<file path="config.mk">
export PLATFORM = sky130hd
export DESIGN_NAME = rewire_react_host_flat
export DESIGN_NICKNAME = d
export VERILOG_FILES = /design/src/rtl/rewire_react_host_if.sv /design/src/rtl/rewire_react_host.sv /design/src/flat_wrapper.sv
export SDC_FILE = /design/constraint.sdc
export NUM_CORES = 1
export LEC_CHECK = 0
export CORE_MARGIN = 2
export CORE_UTILIZATION = 50
export DETAILED_ROUTE_END_ITERATION = 16
export GPL_ROUTABILITY_DRIVEN = 0
export GPL_TIMING_DRIVEN = 0
export PLACE_DENSITY = 0.81
export SLEW_MARGIN = 20
export SYNTH_ARGS = -nofsm -noshare
export SYNTH_HDL_FRONTEND = slang
export SYNTH_SLANG_ARGS = --single-unit
</file>
<file path="constraint.sdc">
create_clock -name clk -period 2.6 [get_ports clk]
set_input_delay 0.52 -clock clk [delete_from_list [all_inputs] [get_ports clk]]
set_output_delay 0.52 -clock clk [all_outputs]
set_load 0.005 [all_outputs]
</file>
<file path="src/rtl/rewire_react_host_if.sv">
// rtl/rewire_react_host_if.sv - valid/ready word stream used for the host input and output sides
interface rewire_react_host_if #(
    parameter int W = 1
) ();
    logic         valid;
    logic         ready;
    logic [W-1:0] data;

    // Producer drives valid/data, consumer drives ready.
    modport master (output valid, output data, input ready);
    modport slave  (input valid, input data, output ready);
endinterface

</file>
<file path="src/rtl/rewire_react_host.sv">
// rtl/rewire_react_host.sv - steps a ReWire reactive device from an input stream and queues its responses
module rewire_react_host #(
    parameter int             IN_W    = 1,
    parameter int             OUT_W   = 1,
    parameter int             DEPTH   = 4,
    parameter logic [IN_W-1:0] IDLE_IN = '0,
    parameter int             CNT_W   = 16
) (
    input  logic              clk,
    input  logic              rst_n,
    input  logic              start_i,
    rewire_react_host_if.slave  s_if,
    rewire_react_host_if.master m_if,
    output logic              dev_rst_o,
    output logic [IN_W-1:0]   dev_in_o,
    input  logic [OUT_W-1:0]  dev_out_i,
    input  logic              dev_cont_i,
    output logic              running_o,
    output logic              done_o,
    output logic [CNT_W-1:0]  cycles_o
);
    localparam int AW = $clog2(DEPTH);
    localparam int CW = AW + 1;
    localparam logic [CW-1:0]    FULL_CNT = CW'(DEPTH);
    localparam logic [CNT_W-1:0] CNT_MAX  = {CNT_W{1'b1}};

    typedef enum logic [1:0] {
        ST_IDLE = 2'd0,
        ST_RUN  = 2'd1,
        ST_DONE = 2'd2
    } state_t;

    state_t              state_q, state_d;
    logic [CNT_W-1:0]    cycles_q, cycles_d;
    logic [CW-1:0]       count_q, count_d;
    logic [AW-1:0]       wr_ptr_q, wr_ptr_d;
    logic [AW-1:0]       rd_ptr_q, rd_ptr_d;
    logic [OUT_W-1:0]    hold_q, hold_d;
    logic [OUT_W-1:0]    mem_q [DEPTH];

    logic running;
    logic fifo_empty;
    logic fifo_full;
    logic pop;
    logic push;
    logic s_ready;

    // Handshake decode: a pop frees a slot this cycle, so a full FIFO can still accept
    // when the consumer is draining it. s_ready never looks at s_valid.
    always_comb begin
        running    = (state_q == ST_RUN);
        fifo_empty = (count_q == '0);
        fifo_full  = (count_q == FULL_CNT);
        pop        = m_if.ready & ~fifo_empty;
        s_ready    = running & dev_cont_i & (~fifo_full | pop);
        push       = s_if.valid & s_ready;
    end

    // Run-control FSM: device is held in reset outside RUN, so each run begins from
    // the device's initial resumption.
    always_comb begin
        state_d  = state_q;
        cycles_d = cycles_q;
        case (state_q)
            ST_IDLE: begin
                if (start_i) begin
                    state_d  = ST_RUN;
                    cycles_d = '0;
                end
            end
            ST_RUN: begin
                if (cycles_q != CNT_MAX) begin
                    cycles_d = cycles_q + 1'b1;
                end
                if (!dev_cont_i) begin
                    state_d = ST_DONE;
                end
            end
            ST_DONE: begin
                if (start_i) begin
                    state_d  = ST_RUN;
                    cycles_d = '0;
                end
            end
            default: begin
                state_d = ST_IDLE;
            end
        endcase
    end

    // Response FIFO bookkeeping; hold_q remembers the last popped word so m_data stays
    // stable while the FIFO is empty.
    always_comb begin
        count_d  = count_q;
        wr_ptr_d = wr_ptr_q;
        rd_ptr_d = rd_ptr_q;
        hold_d   = hold_q;
        if (push) begin
            wr_ptr_d = wr_ptr_q + 1'b1;
        end
        if (pop) begin
            rd_ptr_d = rd_ptr_q + 1'b1;
            hold_d   = mem_q[rd_ptr_q];
        end
        case ({push, pop})
            2'b10:   count_d = count_q + 1'b1;
            2'b01:   count_d = count_q - 1'b1;
            default: count_d = count_q;
        endcase
    end

    // Control and FIFO state registers.
    always_ff @(posedge clk or negedge rst_n) begin
        if (!rst_n) begin
            state_q  <= ST_IDLE;
            cycles_q <= '0;
            count_q  <= '0;
            wr_ptr_q <= '0;
            rd_ptr_q <= '0;
            hold_q   <= '0;
        end else begin
            state_q  <= state_d;
            cycles_q <= cycles_d;
            count_q  <= count_d;
            wr_ptr_q <= wr_ptr_d;
            rd_ptr_q <= rd_ptr_d;
            hold_q   <= hold_d;
        end
    end

    // FIFO storage: the device output seen on an accept cycle answers the previous input.
    always_ff @(posedge clk) begin
        if (push) begin
            mem_q[wr_ptr_q] <= dev_out_i;
        end
    end

    assign s_if.ready = s_ready;
    assign m_if.valid = ~fifo_empty;
    assign m_if.data  = fifo_empty ? hold_q : mem_q[rd_ptr_q];
    assign dev_rst_o  = ~running;
    assign dev_in_o   = push ? s_if.data : IDLE_IN;
    assign running_o  = running;
    assign done_o     = (state_q == ST_DONE);
    assign cycles_o   = cycles_q;
endmodule
</file>
<file path="src/flat_wrapper.sv">
// flat-port wrapper written by rule: the top's interface ports become plain ports
module rewire_react_host_flat 
#(
    parameter int             IN_W    = 1,
    parameter int             OUT_W   = 1,
    parameter int             DEPTH   = 4,
    parameter logic [IN_W-1:0] IDLE_IN = '0,
    parameter int             CNT_W   = 16
)
  (clk, rst_n, start_i, dev_rst_o, dev_in_o, dev_out_i, dev_cont_i, running_o, done_o, cycles_o, s_if_valid, s_if_data, s_if_ready, m_if_valid, m_if_data, m_if_ready);
  rewire_react_host_if s_if_i ();
  rewire_react_host_if m_if_i ();
  input  logic clk;
  input  logic rst_n;
  input  logic start_i;
  output logic dev_rst_o;
  output logic [IN_W-1:0] dev_in_o;
  input  logic [OUT_W-1:0] dev_out_i;
  input  logic dev_cont_i;
  output logic running_o;
  output logic done_o;
  output logic [CNT_W-1:0] cycles_o;
  input wire logic [$bits(s_if_i.valid)-1:0] s_if_valid;
  input wire logic [$bits(s_if_i.data)-1:0] s_if_data;
  output wire logic [$bits(s_if_i.ready)-1:0] s_if_ready;
  output wire logic [$bits(m_if_i.valid)-1:0] m_if_valid;
  output wire logic [$bits(m_if_i.data)-1:0] m_if_data;
  input wire logic [$bits(m_if_i.ready)-1:0] m_if_ready;
  assign s_if_i.valid = s_if_valid;
  assign s_if_i.data = s_if_data;
  assign s_if_ready = s_if_i.ready;
  assign m_if_valid = m_if_i.valid;
  assign m_if_data = m_if_i.data;
  assign m_if_i.ready = m_if_ready;
  rewire_react_host #(.IN_W(IN_W), .OUT_W(OUT_W), .DEPTH(DEPTH), .IDLE_IN(IDLE_IN), .CNT_W(CNT_W)) u_core (.clk(clk), .rst_n(rst_n), .start_i(start_i), .s_if(s_if_i), .m_if(m_if_i), .dev_rst_o(dev_rst_o), .dev_in_o(dev_in_o), .dev_out_i(dev_out_i), .dev_cont_i(dev_cont_i), .running_o(running_o), .done_o(done_o), .cycles_o(cycles_o));
endmodule
</file>
# ---- Yosys cells after proc, flatten, opt, wreduce, memory -nomap -nowiden
# Memory sizes are Yosys's and may differ from the RTL's.
# Cells that the tools add are included.
dict set report word_totals {
  out_inout_bits 23
  mem_bits_rw 4
  memories 1
  wordCells 47
  regBits 26
  input_bits 8
}
# memory depth word_bits read_ports rd_ports_with_merged_regs write_ports line
set mem_list {}
lappend mem_list {u_core.mem_q 4 1 1 0 1 rewire_react_host.sv:39} ;# logic [OUT_W-1:0] mem_q [DEPTH];
dict set report classes {
  bitwise_logic 8
  eq_ne 9
  mux 11
  reduce_logical 7
  addsub 5
}
# operator n
set op_table {}
lappend op_table {{16-bit 2-to-1 mux} 2}
lappend op_table {{16-bit case mux with 2 select lines} 1}
lappend op_table {{16-bit by 1-bit adder with 16-bit output, second input constant} 1}
lappend op_table {{16-bit inequality test, second input constant} 1}
lappend op_table {{3-bit case mux with 2 select lines} 1}
lappend op_table {{2-bit by 1-bit adder with 2-bit output, second input constant} 2}
lappend op_table {{1-bit AND} 4}
lappend op_table {{2-bit by 1-bit equality test with 1-bit output, second input constant} 2}
lappend op_table {{2-bit equality test, second input constant} 2}
lappend op_table {{1-bit 2-to-1 mux} 4}
lappend op_table {{2-bit 2-to-1 mux} 2}
lappend op_table {{2-bit inequality test, second input constant} 2}
lappend op_table {{2-bit case mux with 2 select lines} 1}
lappend op_table {{2-bit nonzero test} 2}
lappend op_table {{3-bit by 1-bit adder with 3-bit output, second input constant} 1}
lappend op_table {{3-bit equality test, second input constant} 1}
lappend op_table {{3-bit logical NOT} 1}
lappend op_table {{1-bit NOT} 3}
lappend op_table {{3-bit AND reduction} 1}
lappend op_table {{3-bit by 1-bit subtractor with 3-bit output, second input constant} 1}
lappend op_table {{2-bit logical NOT} 1}
lappend op_table {{2-bit by 1-bit inequality test with 1-bit output, second input constant} 1}
lappend op_table {{2-bit AND reduction} 1}
lappend op_table {{2-bit OR reduction} 1}
lappend op_table {{1-bit OR} 1}

# ---- Longest topological paths before layout
# Gate-level depths: netlist (run 1).
dict set report depth {
  depth_word 8
  depth_mapped 12
}

# ---- Least setup slack after synthesis (run 1)
# Ideal clock, no wire load.
dict set report synth_path {
  path_kind {input port to flip-flop}
  startpoint {input port m_if_ready}
  endpoint {register u_core.count_q[2]}
  path_slack_ps 393
  stages 10
  path_buffers 0
  required_ps 2521
  t_arrival_ps 2128
  cell_sequence {nor4b_1 nor2_2 and2_1 inv_1 ha_1 inv_1 fa_1 xor2_1 nor2_1 xor2_1}
}
dict set report synth_between {
  elab_chain_cells 6
  elab_cells_between_ends 8
}
# item line
set synth_lines {}
lappend synth_lines {{from (decl)} flat_wrapper.sv:28} ;# input wire logic [$bits(m_if_i.ready)-1:0] m_if_ready;
lappend synth_lines {{1-bit AND (*)} rewire_react_host.sv:54} ;# pop = m_if.ready & ~fifo_empty;
lappend synth_lines {{1-bit OR (*)} rewire_react_host.sv:55} ;# s_ready = running & dev_cont_i & (~fifo_full | pop);
lappend synth_lines {{1-bit AND (*)} rewire_react_host.sv:55}
lappend synth_lines {{net s_if_ready} flat_wrapper.sv:25} ;# output wire logic [$bits(s_if_i.ready)-1:0] s_if_ready;
lappend synth_lines {{1-bit AND (*)} rewire_react_host.sv:56} ;# push = s_if.valid & s_ready;
lappend synth_lines {{2-bit by 1-bit equality test with 1-bit output / 2-bit equality test (equally long branches)} rewire_react_host.sv:105} ;# case ({push, pop})
lappend synth_lines {{3-bit case mux with 2 select lines / 2-bit nonzero test (equally long branches)} -}
lappend synth_lines {{to (signal assigned)} rewire_react_host.sv:124} ;# count_q <= count_d;
lappend synth_lines {{to (decl)} rewire_react_host.sv:35} ;# logic [CW-1:0] count_q, count_d;
# The timed path passes the listed nets; every way through them passes the cells marked *.
# A chain may end at the register's enable or synchronous reset.

# ---- Final worst setup path (run 1)
dict set report layout_path {
  startpoint {input port m_if_ready}
  endpoint {output port dev_in_o}
}
dict set report layout_between {
  elab_chain_cells 5
}
# item line
set layout_lines {}
lappend layout_lines {{1-bit AND} rewire_react_host.sv:54}
lappend layout_lines {{1-bit OR} rewire_react_host.sv:55}
lappend layout_lines {{1-bit AND} rewire_react_host.sv:55}
lappend layout_lines {{1-bit AND} rewire_react_host.sv:56}
lappend layout_lines {{1-bit 2-to-1 mux} rewire_react_host.sv:142} ;# assign dev_in_o = push ? s_if.data : IDLE_IN;
lappend layout_lines {{to (decl)} flat_wrapper.sv:17} ;# output logic [IN_W-1:0] dev_in_o;
# Every way passes these cells.

==> flow_summary.yaml, run 1 <==
synthesis:
  synth-seq-cells: 30
  muxShareOfSynthArea: 0.0706
  synth_compound_gate_area_share: 0.112
  postSynth.topFlopCell: "dfrtp_1"
  yosysWarnings: 0
  synth.distinct_cells: 47
  postSynthCellCount: 155
  syn-num-nets: 170
  avgSynthCellArea_um2: 10.7
  number_of_flops_mapped_to_enable_cells_by_yosys: 4
  synthArstFlopShare: 0.867
  yosys.area_share.simple: 0.229
  post_synth_xor_area_fraction: 0.0316
  sequential_fraction_of_the_synthesis_area: 0.463
  synthAdderAreaFrac: 0.0571
  largest_family_of_logic_cells_by_synthesized_area: "simple AND/OR/NAND/NOR gates"
  post_synth_instance_area_um2: 1670
final_layout:
  layout-drive-gt1-share: 0.128
  post-route-util: 0.674
  finish.net_count: 209
  final_cell_mix: "clkdlybuf4s50_1, dfrtp_1, nand2_1"
  n_fill_cell: 270
  diodes: 0
  areaGrowthSynthToFinish_pct: 25.6
  final_cell_area_um2: 2090
  layout_commonest_cell: "clkdlybuf4s50_1"
route:
  vias: 1348
  detailedRoute.firstIterationViolations: 29
  drt_drc_violations_left: 0
  wire_per_inst_um: 15.4
  routed_wl_um: 3680
  drt_pass1_iterations: 4
  vias_per_cell: 5.64
  count_of_antenna_violating_nets_left_after_detailed_routing: 0
cts:
  ctsLongestPathBuffers: 2
  clkLatencyLatePin_ps: 330
  cts_root_buf: "clkbuf_4"
  cts_tree: "done"
  cts-buffers-inserted: 5
  cts.clk_slew.worst_paths_ps: 90
  h-tree-depth: 2
  clkSinkCount: 30
  cts.hold.buffers_added: 0
global_route:
  gr-total-overflow: 0
  grt_use_met2: 0.409
  globalRouteTotalUtil: 0.227
  grt_first_pass_wirelength_um: 6220
  first_global_vias: 1360
  number_of_antenna_violations_at_the_first_check_in_global_routing: 0
  grt_most_used_layer: "met2"
  grt_start_max_net_pins: 27
  gr-usage-met1: 0.273
  grt_use_met3: 0.0393
die:
  die-height_um: 61.7
  top_level_ports: 31
  placeableCoreArea_um2: 3100
  start_util: 0.537
  die_area_um2: 3810
  rows: 20
  die-width_um: 61.7
sta:
  unrepaired_setup_endpoints_after_global_routing: "no"
  max_freq_mhz: 396
  clock-skew-final_ps: 3.83
  holdWs_ps: 177
  min_period_over_period: 0.972
  report.final.slew_viol_count: 0
  timing.final.crit_period_ps: 2530
  worst_slack_ps: 72.6
  setup_viol_count_final: 0
  timing.slew.headroom: 0.611
  worst_slew_pin_slew_ps: 583
  hold_violations: 0
setup_path:
  critPathKind: "in2out"
  worst-endpoint-required_ps: 2080
  crit_path_end_kind: "primary output"
  worstPathArrival_ps: 2010
  setup.worst_path.start_class: "primary input"
  worst-path-max-fanout: 7
pwr:
  p_leak_nw: 0.932
  power_density_nw_per_um2: 729
  totalPowerFinal_mw: 1.53
  largest_vdd_supply_drop_uv: 425
placement:
  port_buffers: 30
  dp_hpwl_um: 2730
  pre_cts_slack_ps: -282
  postPlaceCellArea_um2: 2020
run_status:
  status: "completed"
flow_run:
  maxCapViolCount: 0
min_path:
  hold_path.class: "in2async"
==> state kept, by name, indices dropped and copies added, names as in the netlist <==
| name | count |
|---|---|
| u_core.wr_ptr_q | 2 |
| u_core.state_q | 2 |
| u_core.count_q | 3 |
| u_core.cycles_o | 16 |
| u_core.rd_ptr_q | 2 |
| u_core.hold_q | 1 |
| u_core.mem_q | 4 |
==> through the flow <==
stage | setup TNS, ps | std cells
after global routing | 0 | 239
after global placement | -292 | 229
final | 0 | 239
after CTS | 0 | 237
after detailed placement | -474 | 229
after floorplan | 0 | 155
==> final timing paths <==
check,startpoint,to,slack (ps),depth (start not counted)
hold / removal,rst_n,u_core.rd_ptr_q[1]$_DFFE_PN0P_,180,1
min in group clk,u_core.count_q[2]$_DFFE_PN0P_,u_core.count_q[2]$_DFFE_PN0P_,490,1
max in group asynchronous,rst_n,u_core.state_q[1]$_DFFE_PN0P_,2000,1
setup reg to reg,u_core.count_q[0]$_DFFE_PN0P_,u_core.count_q[2]$_DFFE_PN0P_,290,10
hold reg to reg,u_core.count_q[2]$_DFFE_PN0P_,u_core.count_q[2]$_DFFE_PN0P_,490,1
setup / recovery,m_if_ready,dev_in_o,70,5
==> cells by family after synthesis <==
logic type                 Yosys count
and+or+nand+nor                     62
DFF                                 30
AOI/OAI and AO/OA                   27
buffers and inverters               13
muxes                               10
adders and majority gates            7
xor gates and xnor gates             6
==> worst max-delay path, stage by stage <==
cell             delay, ps
clkdlybuf4s50_1        430
nor4b_2                350
nor2_4                  80
and3_1                 190
clkdlybuf4s50_1        440
==> area by class of cell <==
cell class              count  area, µm²  share of cell area
repair buffers             32        310               0.148
flip-flops and latches     30        772               0.369
multi-input cells         112        845               0.404
clock buffers               5       37.5              0.0179
well taps                  44       55.1              0.0263
inverters                   9       33.8              0.0161
plain buffers               4       27.5              0.0132
clock inverters             3       11.3             0.00538
==> per-layer routing <==
metal  share of wire  wire [µm]
met5               0          0
met4           0.015         55
met3           0.033        122
met2            0.52       1910
met1            0.43       1590
==> cells in the mapped netlist, drive strengths merged (2+ instances only) <==
cell     n  area share
dfrtp   26        0.39
nand2   14       0.032
o21ai   13       0.039
nor2    10       0.024
and3     9       0.034
inv      8       0.018
ha       6       0.045
and4     5       0.029
mux2i    5       0.030
nand3    5       0.018
edfxtp   4       0.072
mux2     4       0.027
nand4    4       0.024
a211o    3       0.016
a21oi    3      0.0090
and2     3       0.011
buf      3       0.014
nor4     3       0.011
xnor2    3       0.016
xor2     3       0.016
a31oi    2      0.0075
nor2b    2      0.0075
nor3     2       0.013
==> power breakdown <==
group / leakage, nW / internal [mW] / switching [mW]
clock network: 0.0277 / 0.0961 / 0.157
logic: 0.531 / 0.309 / 0.281
registers: 0.374 / 0.576 / 0.108
total: 0.932 / 0.981 / 0.545
==> repair_timing <==
action | in CTS | in global routing
buffers inserted | 0 | 2
cloned | 0 | 0
setup endpoints to repair | 1 | 1
resized for setup | 3 | 0
Power figures use the tool's default switching activity.
==> run 2, diff against run 1 <==
==> constraint.sdc (replaced) <==
create_clock -name clk -period 2.6 [get_ports clk]
set_input_delay 0.52 -clock clk [delete_from_list [all_inputs] [get_ports clk]]
set_output_delay 0.52 -clock clk [all_outputs]
set_load 0.01 [all_outputs]
==> flow_summary.yaml, run 2 (synthesized netlist as in run 1, its figures left out) <==
run_status:
  status: "completed"
die:
  die_area_um2: 3810
  rows: 20
  die-height_um: 61.7
  start_util: 0.537
  top_level_ports: 31
  placeableCoreArea_um2: 3100
  die-width_um: 61.7
global_route:
  grt_first_pass_wirelength_um: 6220
  gr-total-overflow: 0
  first_global_vias: 1366
  globalRouteTotalUtil: 0.228
  number_of_antenna_violations_at_the_first_check_in_global_routing: 0
  grt_start_max_net_pins: 27
setup_path:
  worst-endpoint-required_ps: 2080
  worstPathArrival_ps: 2040
  setup.worst_path.start_class: "primary input"
  worst-path-max-fanout: 7
  critPathKind: "in2out"
  crit_path_end_kind: "primary output"
sta:
  timing.final.crit_period_ps: 2560
  hold_violations: 0
  max_freq_mhz: 390
  min_period_over_period: 0.986
  timing.slew.headroom: 0.606
  report.final.slew_viol_count: 0
  worst_slew_pin_slew_ps: 592
  clock-skew-final_ps: 6.42
  setup_viol_count_final: 0
  holdWs_ps: 176
pwr:
  p_leak_nw: 0.947
  largest_vdd_supply_drop_uv: 442
  power_density_nw_per_um2: 749
final_layout:
  finish.net_count: 211
  n_fill_cell: 270
  post-route-util: 0.682
  final_cell_area_um2: 2120
  layout_commonest_cell: "clkdlybuf4s50_1"
  layout-drive-gt1-share: 0.137
  areaGrowthSynthToFinish_pct: 27.0
  diodes: 0
  finalNonFillerCells: 241
  final_cell_mix: "clkdlybuf4s50_1, dfrtp_1, nand2_1"
  multiInputGateArea_um2: 853
  largest_register_ffs: 16
  area.sequential_um2: 772
flow_run:
  maxCapViolCount: 0
route:
  wire_per_inst_um: 15.6
  vias_per_cell: 5.59
  count_of_antenna_violating_nets_left_after_detailed_routing: 0
  drt_drc_violations_left: 0
  routed_wl_um: 3770
  drt_pass1_iterations: 4
  detailedRoute.firstIterationViolations: 34
  vias: 1348
min_path:
  hold_path.class: "in2async"
cts:
  cts-buffers-inserted: 5
  h-tree-depth: 2
  clkSinkCount: 30
  cts.hold.buffers_added: 0
  cts_tree: "done"
  cts.clk_slew.worst_paths_ps: 90
  clkLatencyLatePin_ps: 330
  ctsLongestPathBuffers: 2
  cts_root_buf: "clkbuf_4"
placement:
  dp_hpwl_um: 2730
  port_buffers: 30
  postPlaceCellArea_um2: 2020
  place.detailed.instances: 229
-- run 2: cell count changes in the layout (fill, tap and decap cells not counted) --
cell,delta
buf_4,+2
nor4b_2,-1
nor4b_4,+1
-- run 2: path summary, 6_finish.rpt --
check	from	end	slack, ps	cells past startpoint
hold / removal	rst_n	u_core.rd_ptr_q[1]$_DFFE_PN0P_	180	1
max in group asynchronous	rst_n	u_core.state_q[1]$_DFFE_PN0P_	2000	1
min in group clk	u_core.rd_ptr_q[1]$_DFFE_PN0P_	u_core.rd_ptr_q[1]$_DFFE_PN0P_	500	1
setup reg to reg	u_core.count_q[0]$_DFFE_PN0P_	u_core.count_q[2]$_DFFE_PN0P_	300	10
setup / recovery	m_if_ready	dev_in_o	40	5
hold reg to reg	u_core.rd_ptr_q[1]$_DFFE_PN0P_	u_core.rd_ptr_q[1]$_DFFE_PN0P_	500	1
-- run 2: timing repair --
item | in CTS | in global routing
buffers inserted | 1 | 3
setup endpoints to repair | 1 | 2
resized for setup | 3 | 1
-- run 2: area by class of cell --
| cell class | instances | share of cell area |
|---|---|---|
| Sequential cell | 30 | 0.365 |
| Inverter | 9 | 0.0160 |
| Timing Repair Buffer | 34 | 0.154 |
| Tap cell | 44 | 0.0260 |
| Buffer | 4 | 0.0130 |
| Clock inverter | 3 | 0.00532 |
| Clock buffer | 5 | 0.0177 |
| Multi-Input combinational cell | 112 | 0.403 |
-- run 2: critical path, cell delays in order --
cell             delay, ps
clkdlybuf4s50_1        470
nor4b_4                320
nor2_4                  80
and3_1                 180
clkdlybuf4s50_1        470
-- run 2: report_power, final --
group          internal [mW]  switching (mW)
registers              0.576           0.113
clock network         0.0961           0.158
logic                  0.330           0.311
total                   1.00           0.582
-- run 2: per-layer routing --
layer,global-route usage,up-vias,wire [µm]
met4,0.0821,0,55
li1,-,646,-
met5,0,-,0
met1,0.272,651,1550
met2,0.412,44,1990
met3,0.0393,7,174
-- run 2: per-stage QoR --
stage	power [mW]	TNS [ps]	setup WS, ps
after floorplan	1.04	0	369
after global placement	1.23	-325	-239
after detailed placement	1.30	-506	-282
after CTS	1.56	0	22.4
after global routing	1.69	-22.1	-21.1
final	1.58	0	36.2
==> run 3, diff against run 2 <==
--- a/config.mk
+++ b/config.mk
@@ -7,6 +7,7 @@
 export LEC_CHECK = 0
 export CORE_MARGIN = 2
 export CORE_UTILIZATION = 50
+export CTS_CLUSTER_DIAMETER = 50
 export DETAILED_ROUTE_END_ITERATION = 16
 export GPL_ROUTABILITY_DRIVEN = 0
 export GPL_TIMING_DRIVEN = 0
==> constraint.sdc (replaced) <==
create_clock -name clk -period 3 [get_ports clk]
set_input_delay 0.6 -clock clk [delete_from_list [all_inputs] [get_ports clk]]
set_output_delay 0.6 -clock clk [all_outputs]
set_load 0.01 [all_outputs]
==> flow_summary.yaml, run 3 (synthesized netlist as in run 1, its figures left out) <==
final_layout:
  final_cell_area_um2: 2060
  layout-drive-gt1-share: 0.109
  finalNonFillerCells: 237
  final_cell_mix: "clkdlybuf4s50_1, dfrtp_1, nand2_1"
  largest_register_ffs: 16
  layout_commonest_cell: "clkdlybuf4s50_1"
  areaGrowthSynthToFinish_pct: 24.0
  diodes: 0
  post-route-util: 0.665
  finish.net_count: 207
  multiInputGateArea_um2: 833
  n_fill_cell: 274
  area.sequential_um2: 771
sta:
  min_period_over_period: 0.925
  worst_slew_pin_slew_ps: 589
  holdWs_ps: 257
  hold_violations: 0
  timing.slew.headroom: 0.607
  setup_viol_count_final: 0
  fin_setup_tns_ps: 0
  worst_slack_ps: 225
  timing.final.crit_period_ps: 2770
  clock-skew-final_ps: 5.78
  max_freq_mhz: 360
  unrepaired_setup_endpoints_after_global_routing: "no"
  report.final.slew_viol_count: 0
run_status:
  status: "completed"
setup_path:
  worstPathArrival_ps: 2170
  setup.worst_path.start_class: "primary input"
  timing.critical_path.from: "m_if_ready"
  worst-endpoint-required_ps: 2400
  critPathKind: "in2out"
  regToRegStartpoint: "u_core.state_q[1]$_DFFE_PN0P_"
  worst-path-max-fanout: 7
  crit_path_end_kind: "primary output"
cts:
  cts_tree: "done"
  clkLatencyLatePin_ps: 330
  cts.repair.resized: 0
  cts-buffers-inserted: 5
  ctsLongestPathBuffers: 2
  cts.clk_slew.worst_paths_ps: 90
  cts.hold.buffers_added: 0
  h-tree-depth: 2
  cts.repair_timing.setup_buffer_count: 0
  clkSinkCount: 30
  cts_root_buf: "clkbuf_4"
placement:
  port_buffers: 30
  dp_hpwl_um: 2730
  pre_cts_slack_ps: 37.6
  place.detailed.instances: 229
  postPlaceCellArea_um2: 2020
pwr:
  p_leak_nw: 0.921
  power_density_nw_per_um2: 644
  totalPowerFinal_mw: 1.33
  largest_vdd_supply_drop_uv: 381
global_route:
  grt_first_pass_wirelength_um: 6220
  number_of_antenna_violations_at_the_first_check_in_global_routing: 0
  first_global_vias: 1360
  gr-total-overflow: 0
  grt_start_max_net_pins: 27
  globalRouteTotalUtil: 0.228
die:
  top_level_ports: 31
  die_area_um2: 3810
  die-height_um: 61.7
  placeableCoreArea_um2: 3100
  rows: 20
  start_util: 0.537
  die-width_um: 61.7
route:
  drt_pass1_iterations: 4
  vias: 1326
  detailedRoute.firstIterationViolations: 33
  wire_per_inst_um: 15.7
  routed_wl_um: 3710
  vias_per_cell: 5.59
  drt_drc_violations_left: 0
  count_of_antenna_violating_nets_left_after_detailed_routing: 0
flow_run:
  maxCapViolCount: 0
min_path:
  hold_path.class: "in2async"
[run 3: metal layers]
layer | routed length [µm] | track usage | part of all wire
met5 | 0 | 0 | 0
met4 | 55 | 0.0821 | 0.015
met3 | 150 | 0.0393 | 0.040
met2 | 1920 | 0.412 | 0.52
met1 | 1590 | 0.272 | 0.43
[run 3: layout make-up]
| cell class | instances | share of cell area |
|---|---|---|
| Sequential cell | 30 | 0.373 |
| Timing Repair Buffer | 30 | 0.143 |
| Clock buffer | 5 | 0.0182 |
| Inverter | 9 | 0.0164 |
| Tap cell | 44 | 0.0267 |
| Buffer | 4 | 0.0133 |
| Multi-Input combinational cell | 112 | 0.404 |
| Clock inverter | 3 | 0.00545 |
[run 3: final timing paths]
kind	to	slack (ps)	depth (start not counted)
worst max-delay path	dev_in_o	230	5
worst min-delay path	u_core.rd_ptr_q[1]$_DFFE_PN0P_	260	1
worst max register to register	u_core.count_q[1]$_DFFE_PN0P_	580	10
worst min register to register	u_core.count_q[2]$_DFFE_PN0P_	490	1
max in group asynchronous	u_core.count_q[2]$_DFFE_PN0P_	2350	1
min in group clk	u_core.count_q[2]$_DFFE_PN0P_	490	1
[run 3: critical path, stage by stage]
cell	delay, ps
clkdlybuf4s50_1	410
nor4b_1	370
nor2_2	120
and3_1	200
clkdlybuf4s50_1	470
[run 3: report_power, final]
part | leakage (nW) | internal, mW | switching (mW)
clock network | 0.0277 | 0.0832 | 0.136
registers | 0.375 | 0.499 | 0.0952
logic | 0.519 | 0.259 | 0.257
total | 0.921 | 0.841 | 0.488
==> RTL change, RTL diff (config.mk and constraints of run 2) <==
`CNT_W` is set to 16 in 2 places; all go to 32.
--- a/src/rtl/rewire_react_host.sv
+++ b/src/rtl/rewire_react_host.sv
@@ -4,7 +4,7 @@
     parameter int             OUT_W   = 1,
     parameter int             DEPTH   = 4,
     parameter logic [IN_W-1:0] IDLE_IN = '0,
-    parameter int             CNT_W   = 16
+    parameter int             CNT_W   = 32
 ) (
     input  logic              clk,
     input  logic              rst_n,
--- a/src/flat_wrapper.sv
+++ b/src/flat_wrapper.sv
@@ -5,7 +5,7 @@
     parameter int             OUT_W   = 1,
     parameter int             DEPTH   = 4,
     parameter logic [IN_W-1:0] IDLE_IN = '0,
-    parameter int             CNT_W   = 16
+    parameter int             CNT_W   = 32
 )
   (clk, rst_n, start_i, dev_rst_o, dev_in_o, dev_out_i, dev_cont_i, running_o, done_o, cycles_o, s_if_valid, s_if_data, s_if_ready, m_if_valid, m_if_data, m_if_ready);
   rewire_react_host_if s_if_i ();
Interface: changed (resized cycles_o); port bits go from 31 to 47. The function was not compared with the original's and may differ.
==> RTL change against run 2 <==
Via count is 74% higher. Synthesized cell count is 74% higher. Sequential power is 43% higher. Core utilization is 2.7 points lower. Synthesized area is 61% higher. Total power is 42% higher. Design area is 59% higher. Sequential cell count is 16 higher. Wire length is 72% higher. Setup slack worse by 0.033 ns. Clock skew is 0.0012 ns higher. Largest cell class unchanged. Largest power group unchanged.
==> RTL change: results (changes against run 2) <==
Parameter                              Value

Global routing
  GR Util All Layers    0.224 (-0.00412)
  Pin count of the biggest net entering global routing    26 (-3.7%)
  Global-route wire length before repair    10.5 mm (+69%)
  Via count of the first global-routing pass    2084 (+53%)

CTS
  Later-pin clock latency in the skew report    0.31 ns (-0.02 ns)
  Post-CTS Setup Inserts    0 (-1)

STA
  Slew at the pin closest to its max-slew limit    0.594 ns (+0.00211 ns)
  Post-route clock skew    0.00765 ns (+0.00123 ns)

Yosys
  Syn nets    284 (+67%)
  Leading cell types by count after synthesis    42 x dfrtp_1, 33 x nand2_1, 19 x nand3_1
  Share of synthesized registers carrying an async set or reset    0.913 (+0.0464)
  Count of different cell masters after synthesis    59 (+26%)

Status
  Run status    complete, no violations

Finish
  Share of cells above drive strength 1    0.117 (-0.0198)
  Flip-flop count of the largest register, all copies and words added    32 (+16)
  Fill cell count    449 (+66%)
  Filler-free cell count of the finished design    394 (+63%)

Critical path
  Worst Reg2Reg Path Length in Cells    8 (-2)
  Reg-to-Reg End    u_core.cycles_o[23]$_DFFE_PN0P_
  Reg2reg setup slack    0.21 ns (-0.09 ns)

Detailed routing
  Detailed Routing Iterations Pass 1    7 (+3)
  Count of routing violations after the opening detailed-route iteration    249 (+630%)
  Routed Wire Length    6.47 mm (+72%)
  Total via count after detailed routing    2350 (+74%)

Place
  Placed instance area    0.00324 sq mm (+61%)
  Post-DP HPWL    4.58 mm (+68%)

Power
  Internal portion of total power    0.00143 W (+43%)
  Worst vdd ir    0.405 mV (-8.3%)
RTL change: cell count changes in the layout (fill, tap and decap cells not counted), sizes merged, moves of 6 or more:
cell and change:
nand4 +7, o21ai -11, nand2 +21, clkdlybuf4s50 +16
nand3 +14, clkbuf +7, a31oi +6, dfrtp +16
RTL change: cell type report:
type,instances,area (sq um),area share
buffer,12,58.8,0.0175
clock buffer,5,68.8,0.0205
clock inverter,3,28.8,0.00855
inverter,11,41.3,0.0123
multi-input combinational,200,1430,0.426
sequential,46,1170,0.348
tap,70,87.6,0.0260
timing repair buffer,47,475,0.141
RTL change: routing by layer:
layer | up-vias | GRT usage | routed length [um]
li1 | 1108 | - | -
met1 | 1140 | 0.328 | 2880
met2 | 93 | 0.328 | 3000
met3 | 9 | 0.0471 | 485
met4 | 0 | 0.0786 | 108
met5 | - | 0 | 0
RTL change: through the flow:
stage | hold WS [ns] | utilization
6_report | 0.134 | 0.655
5_1_grt | 0.161 | 0.655
3_5_place_dp | 0.471 | 0.630
3_3_place_gp | 0.468 | 0.627
2_1_floorplan | 0.224 | -
4_1_cts | 0.149 | 0.653
RTL change: worst max path at each step:
stage                                             start                             to  slack, ns  cells after the start
final                                        m_if_ready                       dev_in_o      0.003                      5
after global routing                         m_if_ready                       dev_in_o      -0.09                      5
after CTS                 u_core.state_q[1]$_DFFE_PN0P_                       dev_in_o      0.007                      5
after detailed placement                     m_if_ready  u_core.count_q[2]$_DFFE_PN0P_      -0.28                     11
after global placement                       m_if_ready  u_core.count_q[2]$_DFFE_PN0P_      -0.25                     11
after floorplan           u_core.state_q[1]$_DFFE_PN0P_  u_core.count_q[2]$_DFFE_PN0P_       0.36                     11
RTL change: repair_timing:
item,CTS,global route
endpoints found under the setup margin,1,12
resized for setup,5,1
pin swaps,0,1
gates cloned,0,0
RTL change: power by group through the flow:
stage	sequential [W]	clock [W]	combinational, W
2_1_floorplan	0.000988	0	0.000446
3_3_place_gp	0.000992	0	0.000741
3_5_place_dp	0.000992	0	0.000763
4_1_cts	0.000989	0.000483	0.000779
5_1_grt	0.00101	0.000511	0.000849
6_report	0.000989	0.000482	0.000776
RTL change: cells by family (layout without fill, tap and decap cells):
| logic type | Yosys count | after routing | synth area share |
|---|---|---|---|
| flops | 46 | 46 | 0.438 |
| xor+xnor | 8 | 8 | 0.0262 |
| simple gates | 125 | 125 | 0.269 |
| buf+inv | 23 | 78 | 0.0374 |
| fa+ha+maj | 7 | 7 | 0.0356 |
| mux | 17 | 17 | 0.0711 |
| compound gates | 43 | 43 | 0.123 |
RTL change: critical path: stages:
cell	delay, ns
clkdlybuf4s50_1	0.46
nor4b_4	0.32
nor2_4	0.09
and3_1	0.20
clkdlybuf4s50_1	0.49
